**config.mk**
```make
export PLATFORM = sky130hd
export DESIGN_NAME = pc_gen_flat
export DESIGN_NICKNAME = d
export VERILOG_FILES = /design/src/rtl/pc_gen_if.sv /design/src/rtl/pc_gen.sv /design/src/flat_wrapper.sv
export SDC_FILE = /design/constraint.sdc
export NUM_CORES = 1
export LEC_CHECK = 0
export CORE_ASPECT_RATIO = 0.8
export CORE_MARGIN = 4
export CORE_UTILIZATION = 40
export DETAILED_ROUTE_END_ITERATION = 10
export PLACE_DENSITY = 0.67
export SYNTH_ARGS = -nofsm -noshare
export SYNTH_HDL_FRONTEND = slang
export SYNTH_SLANG_ARGS = --single-unit
```
**constraint.sdc**
```tcl
create_clock -name clk -period 2.8 [get_ports clk]
set_input_delay 0.84 -clock clk [delete_from_list [all_inputs] [get_ports clk]]
set_output_delay 0.84 -clock clk [all_outputs]
set_load 0.02 [all_outputs]
```
**src/rtl/pc_gen_if.sv**
```systemverilog
// pc_gen_if: bundles the control-side and fetch-side signals of the PC generator.
//
// Build option: none.
//
// Signals
//   stall                    control -> pc_gen  stall vector, bit 0 = PC stage
//   flush                    control -> pc_gen  redirect to new_pc
//   new_pc                   control -> pc_gen  flush redirect target
//   branch_flag_i            ID      -> pc_gen  branch taken
//   branch_target_address_i  ID      -> pc_gen  branch target
//   pc                       pc_gen  -> IMEM    fetch address
//   ce                       pc_gen  -> IMEM    instruction memory enable
//   pend_valid_o             pc_gen  -> any     a deferred branch is held
//   misaligned_o             pc_gen  -> any     current pc is not INST_BYTES aligned
//
// Modports
//   master : the driving side (control / ID stage / testbench)
//   slave  : the PC generator itself
interface pc_gen_if #(
    parameter int ADDR_W  = 32,
    parameter int STALL_W = 6
);
    logic [STALL_W-1:0] stall;
    logic               flush;
    logic [ADDR_W-1:0]  new_pc;
    logic               branch_flag_i;
    logic [ADDR_W-1:0]  branch_target_address_i;
    logic [ADDR_W-1:0]  pc;
    logic               ce;
    logic               pend_valid_o;
    logic               misaligned_o;

    modport master (
        output stall, flush, new_pc, branch_flag_i, branch_target_address_i,
        input  pc, ce, pend_valid_o, misaligned_o
    );

    modport slave (
        input  stall, flush, new_pc, branch_flag_i, branch_target_address_i,
        output pc, ce, pend_valid_o, misaligned_o
    );
endinterface

```
**src/rtl/pc_gen.sv**
```systemverilog
// pc_gen: IF-stage program-counter generator.
//
// Produces the fetch address and instruction-memory enable. Flush redirects
// win over everything; a branch seen while the PC stage is stalled is parked
// and applied on the first unstalled edge unless a newer live branch arrives.
//
// Build option: PC_ALIGN_CHECK_EN -- when defined, every pc load (flush,
// branch, pending branch) sets misaligned_o from the low log2(INST_BYTES)
// bits of the loaded address; sequential increments keep the flag. When
// undefined, misaligned_o is tied low.
//
// Ports
//   clk  : clock, rising edge
//   rst  : asynchronous active-high reset
//   bus  : pc_gen_if.slave (stall, flush, new_pc, branch_flag_i,
//          branch_target_address_i in; pc, ce, pend_valid_o, misaligned_o out)
module pc_gen #(
    parameter int                ADDR_W       = 32,
    parameter logic [ADDR_W-1:0] RESET_VECTOR = {ADDR_W{1'b0}},
    parameter int                INST_BYTES   = 4,
    parameter int                STALL_W      = 6
) (
    input  logic     clk,
    input  logic     rst,
    pc_gen_if.slave  bus
);
    localparam logic [ADDR_W-1:0] PC_INC = ADDR_W'(INST_BYTES);

    logic [ADDR_W-1:0] pc_q, pc_d;
    logic [ADDR_W-1:0] pend_target_q, pend_target_d;
    logic              ce_q, ce_d;
    logic              pend_valid_q, pend_valid_d;

    // Only the PC-stage bit of the stall vector matters here.
    logic unused_stall;
    assign unused_stall = ^bus.stall;

    always_comb begin
        pc_d          = pc_q;
        ce_d          = ce_q;
        pend_valid_d  = pend_valid_q;
        pend_target_d = pend_target_q;
        if (!ce_q) begin
            // First edge out of reset only enables fetch; RESET_VECTOR is fetched first.
            ce_d = 1'b1;
        end else if (bus.flush) begin
            pc_d         = bus.new_pc;
            pend_valid_d = 1'b0;
        end else if (bus.stall[0]) begin
            if (bus.branch_flag_i) begin
                pend_target_d = bus.branch_target_address_i;
                pend_valid_d  = 1'b1;
            end
        end else if (bus.branch_flag_i) begin
            // A live branch on the release edge supersedes any parked one.
            pc_d         = bus.branch_target_address_i;
            pend_valid_d = 1'b0;
        end else if (pend_valid_q) begin
            pc_d         = pend_target_q;
            pend_valid_d = 1'b0;
        end else begin
            pc_d = pc_q + PC_INC;
        end
    end

    always_ff @(posedge clk or posedge rst) begin
        if (rst) begin
            pc_q          <= RESET_VECTOR;
            ce_q          <= 1'b0;
            pend_valid_q  <= 1'b0;
            pend_target_q <= '0;
        end else begin
            pc_q          <= pc_d;
            ce_q          <= ce_d;
            pend_valid_q  <= pend_valid_d;
            pend_target_q <= pend_target_d;
        end
    end

`ifdef PC_ALIGN_CHECK_EN
    localparam logic [ADDR_W-1:0] ALIGN_MASK = ADDR_W'(INST_BYTES - 1);

    logic misaligned_q, misaligned_d;
    logic pc_load;

    // Any non-sequential pc update; increments leave the flag untouched.
    assign pc_load = ce_q & (bus.flush |
                     (~bus.stall[0] & (bus.branch_flag_i | pend_valid_q)));
    assign misaligned_d = pc_load ? (|(pc_d & ALIGN_MASK)) : misaligned_q;

    always_ff @(posedge clk or posedge rst) begin
        if (rst) begin
            misaligned_q <= 1'b0;
        end else begin
            misaligned_q <= misaligned_d;
        end
    end

    assign bus.misaligned_o = misaligned_q;
`else
    assign bus.misaligned_o = 1'b0;
`endif

    assign bus.pc           = pc_q;
    assign bus.ce           = ce_q;
    assign bus.pend_valid_o = pend_valid_q;
endmodule

```
**src/flat_wrapper.sv**
```systemverilog
// flat-port wrapper written by rule: the top's interface ports become plain ports
module pc_gen_flat 
#(
    parameter int                ADDR_W       = 32,
    parameter logic [ADDR_W-1:0] RESET_VECTOR = {ADDR_W{1'b0}},
    parameter int                INST_BYTES   = 4,
    parameter int                STALL_W      = 6
)
  (clk, rst, bus_stall, bus_flush, bus_new_pc, bus_branch_flag_i, bus_branch_target_address_i, bus_pc, bus_ce, bus_pend_valid_o, bus_misaligned_o);
  pc_gen_if #(.ADDR_W(ADDR_W), .STALL_W(STALL_W)) bus_i ();
  input  logic clk;
  input  logic rst;
  input wire logic [$bits(bus_i.stall)-1:0] bus_stall;
  input wire logic [$bits(bus_i.flush)-1:0] bus_flush;
  input wire logic [$bits(bus_i.new_pc)-1:0] bus_new_pc;
  input wire logic [$bits(bus_i.branch_flag_i)-1:0] bus_branch_flag_i;
  input wire logic [$bits(bus_i.branch_target_address_i)-1:0] bus_branch_target_address_i;
  output wire logic [$bits(bus_i.pc)-1:0] bus_pc;
  output wire logic [$bits(bus_i.ce)-1:0] bus_ce;
  output wire logic [$bits(bus_i.pend_valid_o)-1:0] bus_pend_valid_o;
  output wire logic [$bits(bus_i.misaligned_o)-1:0] bus_misaligned_o;
  assign bus_i.stall = bus_stall;
  assign bus_i.flush = bus_flush;
  assign bus_i.new_pc = bus_new_pc;
  assign bus_i.branch_flag_i = bus_branch_flag_i;
  assign bus_i.branch_target_address_i = bus_branch_target_address_i;
  assign bus_pc = bus_i.pc;
  assign bus_ce = bus_i.ce;
  assign bus_pend_valid_o = bus_i.pend_valid_o;
  assign bus_misaligned_o = bus_i.misaligned_o;
  pc_gen #(.ADDR_W(ADDR_W), .RESET_VECTOR(RESET_VECTOR), .INST_BYTES(INST_BYTES), .STALL_W(STALL_W)) u_core (.clk(clk), .rst(rst), .bus(bus_i));
endmodule
```
# Word level (Yosys, flattened, before mapping)
# Index checks and enable logic that the tools add are counted.
[totals]
input_bits = 74
reg_bits = 66
[op_classes]
n_addsub = 1
n_mux = 7
bitwise_logic = 1
n_reduce_logical = 3
eq_ne = 2
[op_table]
columns = ["cell", "n"]
rows = [
  ["two-way mux 32 bit", 4],
  ["adder 32 x 3 -> 32 bit, second input constant", 1],
  ["AND reduction 2 bit", 2],
  ["AND reduction 4 bit", 1],
  ["two-way mux 1 bit", 3],
  ["!= test 3 x 1 -> 1 bit, second input constant", 1],
  ["!= test 2 x 1 -> 1 bit, second input constant", 1],
  ["NOT 1 bit", 1],
]

# Logic depth before layout (Yosys ltp)
[depth]
ltp_word = 5
ltp_mapped = 7

# Worst setup path before layout
# No wires, ideal clock.
[synth_timing]
path_kind = "in2reg"
start = "input bus_branch_flag_i"
end = "register u_core.pc_q[25] (netlist: u_core.bus.pc[25])"
n_path_buf = 3
arrival_time_ns = 1.981
stages = 6
slack_ns = 0.690
t_required_ns = 2.671
setup_time_ns = 0.129
cell_sequence = "buf_2 > clkbuf_1 > buf_1 > a21oi_1 > a221oi_1 > nor4_1"
[synth_via]
elab_chain_cells = 3
[synth_lines]
columns = ["element", "line_no", "rtl"]
rows = [
  ["start: declaration", "flat_wrapper.sv:16", "input wire logic [$bits(bus_i.branch_flag_i)-1:0] bus_branch_flag_i;"],
  ["two-way mux 32 bit", "pc_gen.sv:54", "end else if (bus.branch_flag_i) begin"],
  ["two-way mux 32 bit", "pc_gen.sv:49", "end else if (bus.stall[0]) begin"],
  ["two-way mux 32 bit", "pc_gen.sv:46", "end else if (bus.flush) begin"],
  ["end signal: assignment", "pc_gen.sv:73", "pc_q <= pc_d;"],
  ["end: declaration", "pc_gen.sv:29", "logic [ADDR_W-1:0] pc_q, pc_d;"],
]
# No other way between the ends. The select of a mux whose other input is x is not followed.
# A chain may end at the register's enable or synchronous reset.

# Worst setup path after layout
[layout_timing]
start = "register u_core.ce_q (netlist: u_core.bus.ce)"
end = "output bus_ce"
[layout_rtl]
columns = ["element", "line_no", "rtl"]
rows = [
  ["start: declaration", "pc_gen.sv:31", "logic ce_q, ce_d;"],
  ["start signal: assignment", "pc_gen.sv:69", "ce_q <= 1'b0;"],
  ["start signal: assignment", "pc_gen.sv:74", "ce_q <= ce_d;"],
  ["end: declaration", "flat_wrapper.sv:19", "output wire logic [$bits(bus_i.ce)-1:0] bus_ce;"],
]
# No word-level cell between the ends.

==> qor.csv <==
metric,value,unit
status,completed,
maxCapViolations,0,
setup_viol,0,
drt-initial-drc-count,468,
synthToLayoutAreaGrowth,39.34,%
ff2ff_setup_slack,0.62,ns
ys_seq_area_share,40.89,%
antenna_left,0,
clockPowerShare,34.0,%
seq_power_share,38.8,%
insertion_delay,0.33,ns
p_sw_share,30.51,%
max_freq,403.0,MHz
ios,109,
crit-reg2reg-launch,u_core.bus.pc[2],
first_pass_iters,5,
worstPathArrival,1.64,ns
synth_edf_count,0,
hold_end,u_core.pend_target_q[26],
grt_max_degree,50,
wl_met1,6164,um
diodes,0,
worstMarginPinSlew,0.5318,ns
synthCells,441,
detail_route.wl_per_cell,18.86,um
r2r_cells,6,
endpoint_kind,output port,
skew,0.004251,ns
setup-tns-final,0,ns
rsz0062_at_grt,false,
syn_avg_cell_area,9.158,um^2
dr_wl_met2,5816,um
p_per_area,607.0,nW/um^2
row_count,32,
most-common-layout-cells,"101 x clkdlybuf4s50_1, 66 x dfrtp_1, 45 x nand2_1, 30 x nor2_1, 28 x a21oi_1",
cp_num_buf_inv,1,
clk_path_buf_depth,2,
hold_viol_final,0,
cts_hold_buf,0,
io_buffers,102,
path_max_fanout,9,
synth_seq_cells,66,
layout_commonest_cell,clkdlybuf4s50_1,
place.gp.congestion,0.8643,
ir_drop,0.2872,mV
path_delay_family,buffers and inverters,
wl_met3,926,um
placed_cell_area,5323,um^2
slew_violations,0,
worstSetupPathType,register to output port,
layout_setup_ws,0.3186,ns
die_area,11780,um^2
cts_sinks,66,
grt_pass1_wl,21410,um
clkSlewWorstSetupHoldPaths,0.05,ns
cp.depth,1,
hold_class,register to register,
drc_errors,0,
required,1.96,ns
p_total,3416,uW
worstHoldStart,u_core.pend_target_q[26],
slew_headroom,64.42,%
cts_root_buf,clkbuf_16,
worstPathCellList,clkdlybuf4s50_1,
power.switching,1042,uW
top_layer_used,met4,
dpl.hpwl,9553,um
period_minus_slack,2.481,ns
layout.nets,626,
grt_pass1_vias,4149,
yosys_most_used_dff,dfrtp_1,
timing.rr.end,u_core.bus.pc[26],
cts_tree,done,
cts_resized,0,
hold_depth,1,
syn_area,4039,um^2
dieHeight,97.88,um
synth.distinct_cells,73,
p_int,2374,uW
core_area,9729,um^2
grt.overflow.total,0,
grt_usage,22.53,%
post_cts_buffers,0,
post-route-period-util,88.62,%
cpMaxStageDelayCell,clkdlybuf4s50_1,
synth_async_sr_flop_share,100.0,%
num_vias,4035,
avgViaCountPerCell,5.839,
stdcell_area,5628,um^2
power_leakage,0.002206,uW
numCtsBuffers,9,
pre_cts_slack,0.1292,ns
syn-num-nets,516,
die_x,120.3,um
wl,13030,um
cp-start-kind,register,
comb_power_share,27.2,%
yosysWarnings,0,
initial_utilization,41.51,%
cts_htree_levels,3,
antenna_found_initial,0,
slowest_delay,0.70,ns
drive_above_1_share,13.69,%
stage by stage:
stage	hold slack [ns]	utilization, %	std cells
6_report	0.4904	57.84	691
5_1_grt	0.5003	57.84	691
4_1_cts	0.4914	57.84	691
3_5_place_dp	0.4802	54.71	676
3_3_place_gp	0.4664	54.71	676
2_1_floorplan	0.4498	-	441
layer usage:
| layer | track usage, % | vias to the layer above |
|---|---|---|
| met5 | 0 | - |
| met4 | 5.052 | 0 |
| met3 | 5.848 | 16 |
| met2 | 35.02 | 154 |
| met1 | 31.81 | 1975 |
| li1 | - | 1890 |
cell type report:
class	instances	area, um^2
fillers	874	4101
multi-input cells	331	2208
flip-flops and latches	66	1652
repair buffers	128	1236
clock buffers	13	270.3
well taps	136	170.2
inverters	15	56.30
clock inverters	2	35.03
cells by family (layout without fill, tap and decap cells):
family	count (synthesis)	in the layout	share of synthesized area, %
xor gates and xnor gates	2	2	0.4338
AOI/OAI and AO/OA	139	139	23.79
adders and majority gates	1	1	0.3097
and+or+nand+nor	152	152	20.14
muxes	35	35	9.634
other	2	2	0.1859
DFF	66	66	40.89
buffers and inverters	44	158	4.616
registers in the layout, summed over array words and instances (netlist names):
name	flops
u_core.pend_target_q	32
u_core.bus.pend_valid_o	1
u_core.bus.ce	1
u_core.bus.pc	32
synth_stat cells, drive strengths merged (7+ instances only):
library cell  instances  area share [%]
dfrtp                66              41
nand2                46             4.3
mux2                 31             8.6
nor2                 31             2.9
o21ai                31             3.8
a21oi                28             3.5
buf                  17             2.1
inv                  15             1.4
nand3                13             1.9
clkbuf               12             1.1
a31oi                10             1.5
a221oi                9             2.0
nand4                 9             1.8
nor3                  9             1.1
nor4                  8             1.4
a211oi                7             1.3
and3                  7             1.2
worst max path at each step:
stage,startpoint,endpoint,slack (ns)
final,u_core.bus.ce,bus_ce,0.32
after detailed placement,bus_branch_flag_i,u_core.bus.pc[26],0.13
after CTS,u_core.bus.ce,bus_ce,0.35
after global placement,bus_branch_flag_i,u_core.bus.pc[17],0.21
after global routing,u_core.bus.ce,bus_ce,0.30
after floorplan,rst,u_core.bus.ce,0.31
power by group through the flow:
stage	logic, uW	registers (uW)	clock network, uW
2_1_floorplan	423	1390	0
5_1_grt	1010	1350	1210
3_5_place_dp	932	1340	0
4_1_cts	935	1320	1170
6_report	929	1330	1160
3_3_place_gp	908	1330	0
(Power assumes the default switching activity.)
